### config.mk
export PLATFORM = sky130hd
export DESIGN_NAME = seq_pattern_tx
export DESIGN_NICKNAME = d
export VERILOG_FILES = /design/src/rtl/seq_pkg.sv /design/src/rtl/seq_down_cnt.sv /design/src/rtl/seq_pattern_tx.sv
export SDC_FILE = /design/constraint.sdc
export NUM_CORES = 1
export LEC_CHECK = 0
export ABC_AREA = 1
export CORE_UTILIZATION = 49
export DETAILED_ROUTE_END_ITERATION = 10
export DONT_BUFFER_PORTS = 1
export GPL_ROUTABILITY_DRIVEN = 0
export GPL_TIMING_DRIVEN = 1
export PLACE_DENSITY_LB_ADDON = 0.2
export SYNTH_ARGS = -nofsm -noshare
export SYNTH_HDL_FRONTEND = slang
export SYNTH_SLANG_ARGS = --single-unit
### constraint.sdc
create_clock -name clk -period 2.7 [get_ports clk]
set_input_delay 0.27 -clock clk [delete_from_list [all_inputs] [get_ports clk]]
set_output_delay 0.27 -clock clk [all_outputs]
set_load 0.1 [all_outputs]
### src/rtl/seq_pkg.sv
// seq_pkg: shared state encoding and default widths for the sequence pattern blocks
package seq_pkg;
  typedef enum logic [1:0] {
    IDLE = 2'd0,
    SEND = 2'd1,
    GAP  = 2'd2,
    DONE = 2'd3
  } state_t;
  localparam int PAT_W_DEF = 8;
  localparam int CNT_W_DEF = 8;
endpackage

### src/rtl/seq_down_cnt.sv
// seq_down_cnt: loadable down-counter with zero flag; saturates at zero, load beats decrement
//   clk, rst : clock, async active-high reset
//   load_i   : load val_i into the counter
//   dec_i    : decrement by one when nonzero
//   zero_o   : counter is zero
module seq_down_cnt #(
  parameter int W = 8
) (
  input  logic         clk,
  input  logic         rst,
  input  logic         load_i,
  input  logic [W-1:0] val_i,
  input  logic         dec_i,
  output logic         zero_o
);
  logic [W-1:0] cnt_q, cnt_d;
  always_comb cnt_d = load_i ? val_i : (dec_i && cnt_q != '0) ? cnt_q - W'(1) : cnt_q;
  always_ff @(posedge clk or posedge rst)
    if (rst) cnt_q <= '0;
    else     cnt_q <= cnt_d;
  assign zero_o = cnt_q == '0;
endmodule

### src/rtl/seq_pattern_tx.sv
// seq_pattern_tx: serial pattern transmitter, MSB-first, with repeat count and idle gap
//   load_valid/load_ready : load handshake for pattern, pat_len, repeats, gap_len
//   abort                 : drop the current job and return to idle
//   data/data_valid       : registered serial stream, idle level 0
//   busy/done             : job in progress / one-cycle completion pulse
module seq_pattern_tx
  import seq_pkg::*;
#(
  parameter int PAT_W = PAT_W_DEF,
  parameter int CNT_W = CNT_W_DEF,
  parameter int LEN_W = $clog2(PAT_W + 1)
) (
  input  logic             clk,
  input  logic             rst,
  input  logic             load_valid,
  output logic             load_ready,
  input  logic [PAT_W-1:0] pattern,
  input  logic [LEN_W-1:0] pat_len,
  input  logic [CNT_W-1:0] repeats,
  input  logic [CNT_W-1:0] gap_len,
  input  logic             abort,
  output logic             data,
  output logic             data_valid,
  output logic             busy,
  output logic             done
);
  state_t           state_q;
  logic [PAT_W-1:0] pat_q, sh_q, aligned;
  logic [LEN_W-1:0] lm1_q, eff_len, bit_val;
  logic [CNT_W-1:0] gap_q;
  logic load, end_pat, bit_ld, bit_dec, gap_ld;
  logic bit_zero, rep_zero, gap_zero;
  // pattern is left-aligned so the first bit always sits at the MSB of the shift register
  always_comb begin
    load    = state_q == IDLE && load_valid;
    eff_len = (pat_len == '0 || pat_len > LEN_W'(PAT_W)) ? LEN_W'(PAT_W) : pat_len;
    aligned = pattern << (LEN_W'(PAT_W) - eff_len);
    end_pat = state_q == SEND && bit_zero;
    bit_ld  = load || (end_pat && !rep_zero && gap_q == '0) || (state_q == GAP && gap_zero);
    bit_val = load ? eff_len - LEN_W'(1) : lm1_q;
    bit_dec = state_q == SEND && !bit_zero;
    gap_ld  = end_pat && gap_q != '0;
  end
  // bit index of the bit on data; remaining repeats after the current one; gap cycles left
  seq_down_cnt #(.W(LEN_W)) u_bit (.clk(clk), .rst(rst), .load_i(bit_ld), .val_i(bit_val),
    .dec_i(bit_dec), .zero_o(bit_zero));
  seq_down_cnt #(.W(CNT_W)) u_rep (.clk(clk), .rst(rst), .load_i(load), .val_i(repeats - CNT_W'(1)),
    .dec_i(end_pat), .zero_o(rep_zero));
  seq_down_cnt #(.W(CNT_W)) u_gap (.clk(clk), .rst(rst), .load_i(gap_ld), .val_i(gap_q - CNT_W'(1)),
    .dec_i(state_q == GAP), .zero_o(gap_zero));
  always_ff @(posedge clk or posedge rst)
    if (rst) begin
      state_q    <= IDLE;
      pat_q      <= '0;
      sh_q       <= '0;
      lm1_q      <= '0;
      gap_q      <= '0;
      data       <= 1'b0;
      data_valid <= 1'b0;
      busy       <= 1'b0;
      done       <= 1'b0;
      load_ready <= 1'b1;
    end else begin
      done <= 1'b0;
      if (state_q != IDLE && abort) begin
        state_q    <= IDLE;
        data       <= 1'b0;
        data_valid <= 1'b0;
        busy       <= 1'b0;
        load_ready <= 1'b1;
      end else
        case (state_q)
          IDLE: if (load_valid) begin
            pat_q      <= aligned;
            sh_q       <= aligned << 1;
            lm1_q      <= eff_len - LEN_W'(1);
            gap_q      <= gap_len;
            busy       <= 1'b1;
            load_ready <= 1'b0;
            if (repeats == '0) begin
              state_q <= DONE;
              done    <= 1'b1;
            end else begin
              state_q    <= SEND;
              data       <= aligned[PAT_W-1];
              data_valid <= 1'b1;
            end
          end
          SEND: if (!bit_zero) begin
            data <= sh_q[PAT_W-1];
            sh_q <= sh_q << 1;
          end else if (rep_zero) begin
            state_q    <= DONE;
            data       <= 1'b0;
            data_valid <= 1'b0;
            done       <= 1'b1;
          end else if (gap_q == '0) begin
            data <= pat_q[PAT_W-1];
            sh_q <= pat_q << 1;
          end else begin
            state_q    <= GAP;
            data       <= 1'b0;
            data_valid <= 1'b0;
          end
          GAP: if (gap_zero) begin
            state_q    <= SEND;
            data       <= pat_q[PAT_W-1];
            data_valid <= 1'b1;
            sh_q       <= pat_q << 1;
          end
          default: begin
            state_q    <= IDLE;
            busy       <= 1'b0;
            load_ready <= 1'b1;
          end
        endcase
    end
endmodule

Word level (Yosys, flattened, before mapping)
Cells that the tools add are included.

word-level totals
  register bits after elaboration = 55
  output and inout port bits = 5
  logic and storage cells = 125

cells by class
  shift-type cells = 1
  bitwise gates (word level) = 1
  $add $sub $neg = 7
  reduce and logical (&&, ||, !) cells = 40
  order comparisons = 1
  muxes and demuxes = 50
  equal/unequal tests = 12

operators by type and width
  cell                 count
  $mux 8               9
  $logic_not 8->1      4
  $sub 8x1->8 const B  4
  $pmux 8 s3           1
  $reduce_bool 8->1    3
  $mux 1               23
  $mux 4               4
  $mux 2               7
  $ne 3x3->1 const B   4
  $reduce_and 6->1     2
  $logic_and 1x1->1    11
  $logic_not 4->1      2
  $reduce_and 4->1     2
  $reduce_bool 2->1    4
  $reduce_bool 4->1    2
  $shl 8x4->8          1
  $sub 4x1->4 const B  2
  $ne 3x2->1 const B   2
  $pmux 1 s2           3
  $pmux 1 s3           2
  $pmux 2 s3           1
  $gt 4x4->1 const B   1
  $ne 2x2->1 const B   2
  $ne 4x3->1 const B   1
  other kinds (12)     15

Logic depth before layout (Yosys ltp)
  depth after elaboration = 9
  mapped depth = 16
  depth with buffers taken out = 15

Cells and area by module
Synthesis repeated with hierarchy kept, for this count alone.

unflattened totals
  cell total of the unflattened synthesis = 571
  area, all modules = 3773.6 µm²

modules (own cells, without submodules)
  module                     seq. area each (µm²)  area each (µm²)  cells an instance  instances
  seq_pattern_tx             852.1                 2287.2           337                1
  seq_down_cnt at u_gap ...  200.2                 600.6            94                 2
  seq_down_cnt at u_bit      100.1                 285.3            46                 1

Worst setup path after synthesis
OpenSTA, ideal clock, no wires.

  path type = reg-to-reg
  start point = register state_q[1]
  end point = register u_gap.cnt_q[6]
  path buffers = 1
  library setup time = 116 ps
  clock period less this slack = 2030 ps
  stages on the path, launching flop included = 16
  arrival = 1913 ps
  slack = 670 ps
  path through = dfrtp_1 -> inv_1 -> ha_1 -> inv_2 -> nor2_8 -> buf_6 -> nand3_1 -> nand2_1 -> ha_1 -> inv_1 -> nor2_2 -> nand3_1 -> nand2_1 -> nand2_1 -> nand2_1 -> nand2_1

between the ends
  longest elaborated chain between the ends = 4

ends and longest elaborated chain
  item                                         line                  text
  start: declaration                           seq_pattern_tx.sv:27  state_t state_q;
  start signal: assignment                     seq_pattern_tx.sv:53  state_q <= IDLE;
  start signal: assignment                     seq_pattern_tx.sv:66  state_q <= IDLE;
  start signal: assignment                     seq_pattern_tx.sv:81  state_q <= DONE;
  $eq 2x1->1                                   seq_pattern_tx.sv:38  end_pat = state_q == SEND && bit_zero;
  $logic_and 1x1->1                            seq_pattern_tx.sv:38
  $logic_and 1x1->1                            seq_pattern_tx.sv:42  gap_ld = end_pat && gap_q != '0;
  $mux 8 or $reduce_bool 2->1 (tied branches)  --
  end signal: assignment                       seq_down_cnt.sv:20    else cnt_q <= cnt_d;
  end: declaration                             seq_down_cnt.sv:16    logic [W-1:0] cnt_q, cnt_d;

Parallel ways exist; a longest one is shown, timed or not.
A chain may end at the register's enable or synchronous reset.

Worst setup path after layout
  start point = register state_q[1]
  end point = register u_gap.cnt_q[4]

Same word-level chain as after synthesis.

==> results.yml <==
pwr:
  peakVddDrop_uv: 379
  leakagePower_nw: 1.86
  p_per_area_nw_per_um2: 1180
  power.total_w: 0.00431
route:
  routed_wl_mm: 7.27
  ant_nets: 0
  vias: 2959
  wl_per_cell_um: 12.5
  dr.pass1.iters: 4
  drcViolationCount: 0
  via_per_inst: 5.08
  initialDrtViolationCount: 142
cells_and_area:
  area_delta_synth_final_pct: 4.61
  diodes: 0
  nets: 525
  drive_above_1_share: 0.134
cts:
  path_clk_slew_ns: 0.10
  holdBufCountCts: 0
  clkSinkCount: 54
  cts_setup_buffers: 0
  cts_tree: "built"
  ctsHtreeMaxLevel: 2
  clk_path_buf_depth: 2
  root_buffer: "clkbuf_8"
  insertion_delay_ns: 0.32
  numCtsBuffers: 5
  cts.repair.resized: 0
synthesis:
  async_reset_ff_frac: 1.00
  yosys.cell_types.count: 36
  ys_top_cells_by_area: "dfrtp_1 (38%), nand2_1 (16%), o21ai_0 (7.6%)"
  ys_ff_latch: 54
  ys_seq_area_frac: 0.386
  avgSynthCellArea_um2: 7.21
  synth_warnings: 0
  yosys.area.top_type: "dfrtp_1"
  synthFlopType: "dfrtp_1"
  synth_nets: 526
  yosys.area.top_type_share: 0.378
  synth_cells: 486
  syn-cell-area_um2: 3500
  synth-edff-count: 0
floorplanning:
  dieArea_um2: 7490
  start_util: 0.510
  die_x_um: 86.6
  io_pins: 37
  die_h_um: 86.6
  coreArea_um2: 6870
  rows: 30
worst_setup_path:
  crit_buf_inv: 3
  path_class: "register to register"
  cp_data_arrival_time_ns: 2.48
  critPathSlowestCell: "dfrtp_1"
  worstPathCellList: "inv_1 > ha_1 > inv_2 > nor2_8 > nand3_1 > nand2_1 > ha_1 > inv_1 > nor2_2 > nand2_1 > nand2_1 > nand2_1 > nand2_1 > o21ai_1"
  startpoint_type: "register"
  critPathCaptureType: "register"
  cp_top_family: "simple AND/OR/NAND/NOR gates"
  critPathMaxStageDelay_ns: 0.43
  crit_top_cell: "nand2_1"
  cp_max_fo: 13
  cp_data_required_time_ns: 2.90
grt:
  grt_pass1_wl_mm: 12.7
  grt_pass1_vias: 2764
  grt_max_degree: 55
  gr-total-overflow: 0
  antenna_found_initial: 0
  grt_util_all_layers: 0.216
placement:
  dp_hpwl_mm: 5.58
  io_buffers: 0
sta:
  tightest_slew_ns: 0.927
  hold_violations: 0
  fin_crit_ns: 2.28
  grt_setup_unrepaired: "false"
  fin_worst_skew_ns: 0.00630
  slew_viol_final: 0
  max_freq_ghz: 0.439
  fin_tns_setup_ns: 0
  setup_violations: 0
  max_slew_margin: 0.382
  period_share: 0.843
run_status:
  status: "finished clean"
job:
  cap_violations: 0
min_path:
  hp-class: "input pin to async pin"
-- worst register-to-register path, delay by kind of cell (launching register included) --
kind            cells  cell delay, ns
fa+ha+maj           2            0.50
compound gates      1            0.07
flops               1            0.43
simple gates        8            0.89
buf+inv             3            0.28
-- Yosys cell counts, types with 2 or more instances --
cell type    n
nand2_4      2
o31ai_1      3
a21oi_1      6
inv_1       60
nand2_1    148
nor2_2       6
o211ai_1     5
nor2_4       3
clkbuf_1     4
nor3_1       3
nand3_1     27
nor2_1      27
nand4_1      3
nand3_2      4
o21ai_0     53
o21ai_1     12
buf_4        4
inv_2       13
xnor2_1      2
buf_6        4
nand2_2     10
xor2_1       5
o22ai_1      4
ha_1         8
dfrtp_1     53
o21ai_2      7
-- state kept, by name, summed over array words and instances (netlist names) --
name         cells
sh_q             7
lm1_q            4
u_gap.cnt_q      8
pat_q            8
data_valid       1
gap_q            8
done             1
load_ready       1
busy             1
u_bit.cnt_q      4
state_q          2
data             1
u_rep.cnt_q      8
-- routing by layer --
| layer | vias up | track usage | wire [um] | part of all wire |
|---|---|---|---|---|
| li1 | 1541 | - | - | - |
| met3 | 11 | 0.0448 | 326 | 0.045 |
| met4 | 0 | 0.0697 | 99 | 0.014 |
| met2 | 65 | 0.357 | 3280 | 0.45 |
| met5 | - | 0 | 0 | 0 |
| met1 | 1342 | 0.282 | 3560 | 0.49 |
-- power breakdown --
group	total, W	internal (W)	switching, W	leakage [nW]
sequential	0.00154	0.00118	0.000357	0.673
combinational	0.00228	0.000756	0.00152	1.14
clock	0.000495	0.000212	0.000283	0.0478
total	0.00431	0.00215	0.00216	1.86
-- area by class of cell --
class | instances | area [um^2]
clock inverter | 2 | 16.3
fill | 708 | 3200
clock buffer | 6 | 82.6
inverter | 73 | 274
timing repair buffer | 5 | 37.5
sequential | 54 | 1350
tap | 96 | 120
multi-input combinational | 346 | 1780
-- cell usage in the layout, fill, tap and decap left out, types with 4 or more instances in the layout --
cell type  netlist  routed
o211ai_1         5       5
a21oi_1          6       6
nand3_1         27      27
o22ai_1          4       4
xor2_1           5       5
inv_1           60      59
nand3_2          4       4
buf_4            4       5
o21ai_2          7       7
nor2_1          27      27
ha_1             8       8
inv_2           13      14
o21ai_1         12      12
nand2_1        148     148
o21ai_0         53      53
dfrtp_1         53      53
nand2_2         10      10
nor2_2           6       6
clkbuf_8         0       6
-- logic make-up after synthesis --
logic type / share of synthesized area
AO/OA/AOI/OAI: 0.157
XOR/XNOR: 0.0221
adder cells (fa/ha/maj): 0.0286
buffers and inverters: 0.105
flip-flops: 0.386
AND/OR/NAND/NOR: 0.301
-- through the flow --
step                std cells  hold slack, ns   util  instance area [um^2]  setup slack (ns)
floorplan                 486           0.387      -                  3500             0.670
global placement          574           0.393  0.519                  3570             0.576
detailed placement        574           0.399  0.519                  3570             0.469
CTS                       582          0.0445  0.534                  3670             0.441
global route              582          0.0623  0.534                  3670             0.134
finish                    582          0.0101  0.534                  3670             0.424
-- path summary, 6_finish.rpt --
path	start	endpoint	slack, ns	cells after the start
worst max register to register	state_q[1]$_DFFE_PP0P_	u_gap.cnt_q[4]$_DFFE_PP0P_	0.42	14
worst min-delay path	rst	u_rep.cnt_q[0]$_DFFE_PP0P_	0.01	2
max in group asynchronous	rst	u_gap.cnt_q[1]$_DFFE_PP0P_	2.23	2
min in group clk	pat_len[0]	lm1_q[0]$_DFFE_PP0P_	0.07	1
worst min register to register	lm1_q[3]$_DFFE_PP0P_	lm1_q[3]$_DFFE_PP0P_	0.47	2
worst max-delay path	state_q[1]$_DFFE_PP0P_	u_gap.cnt_q[4]$_DFFE_PP0P_	0.42	14
Power figures use the tool's default switching activity.
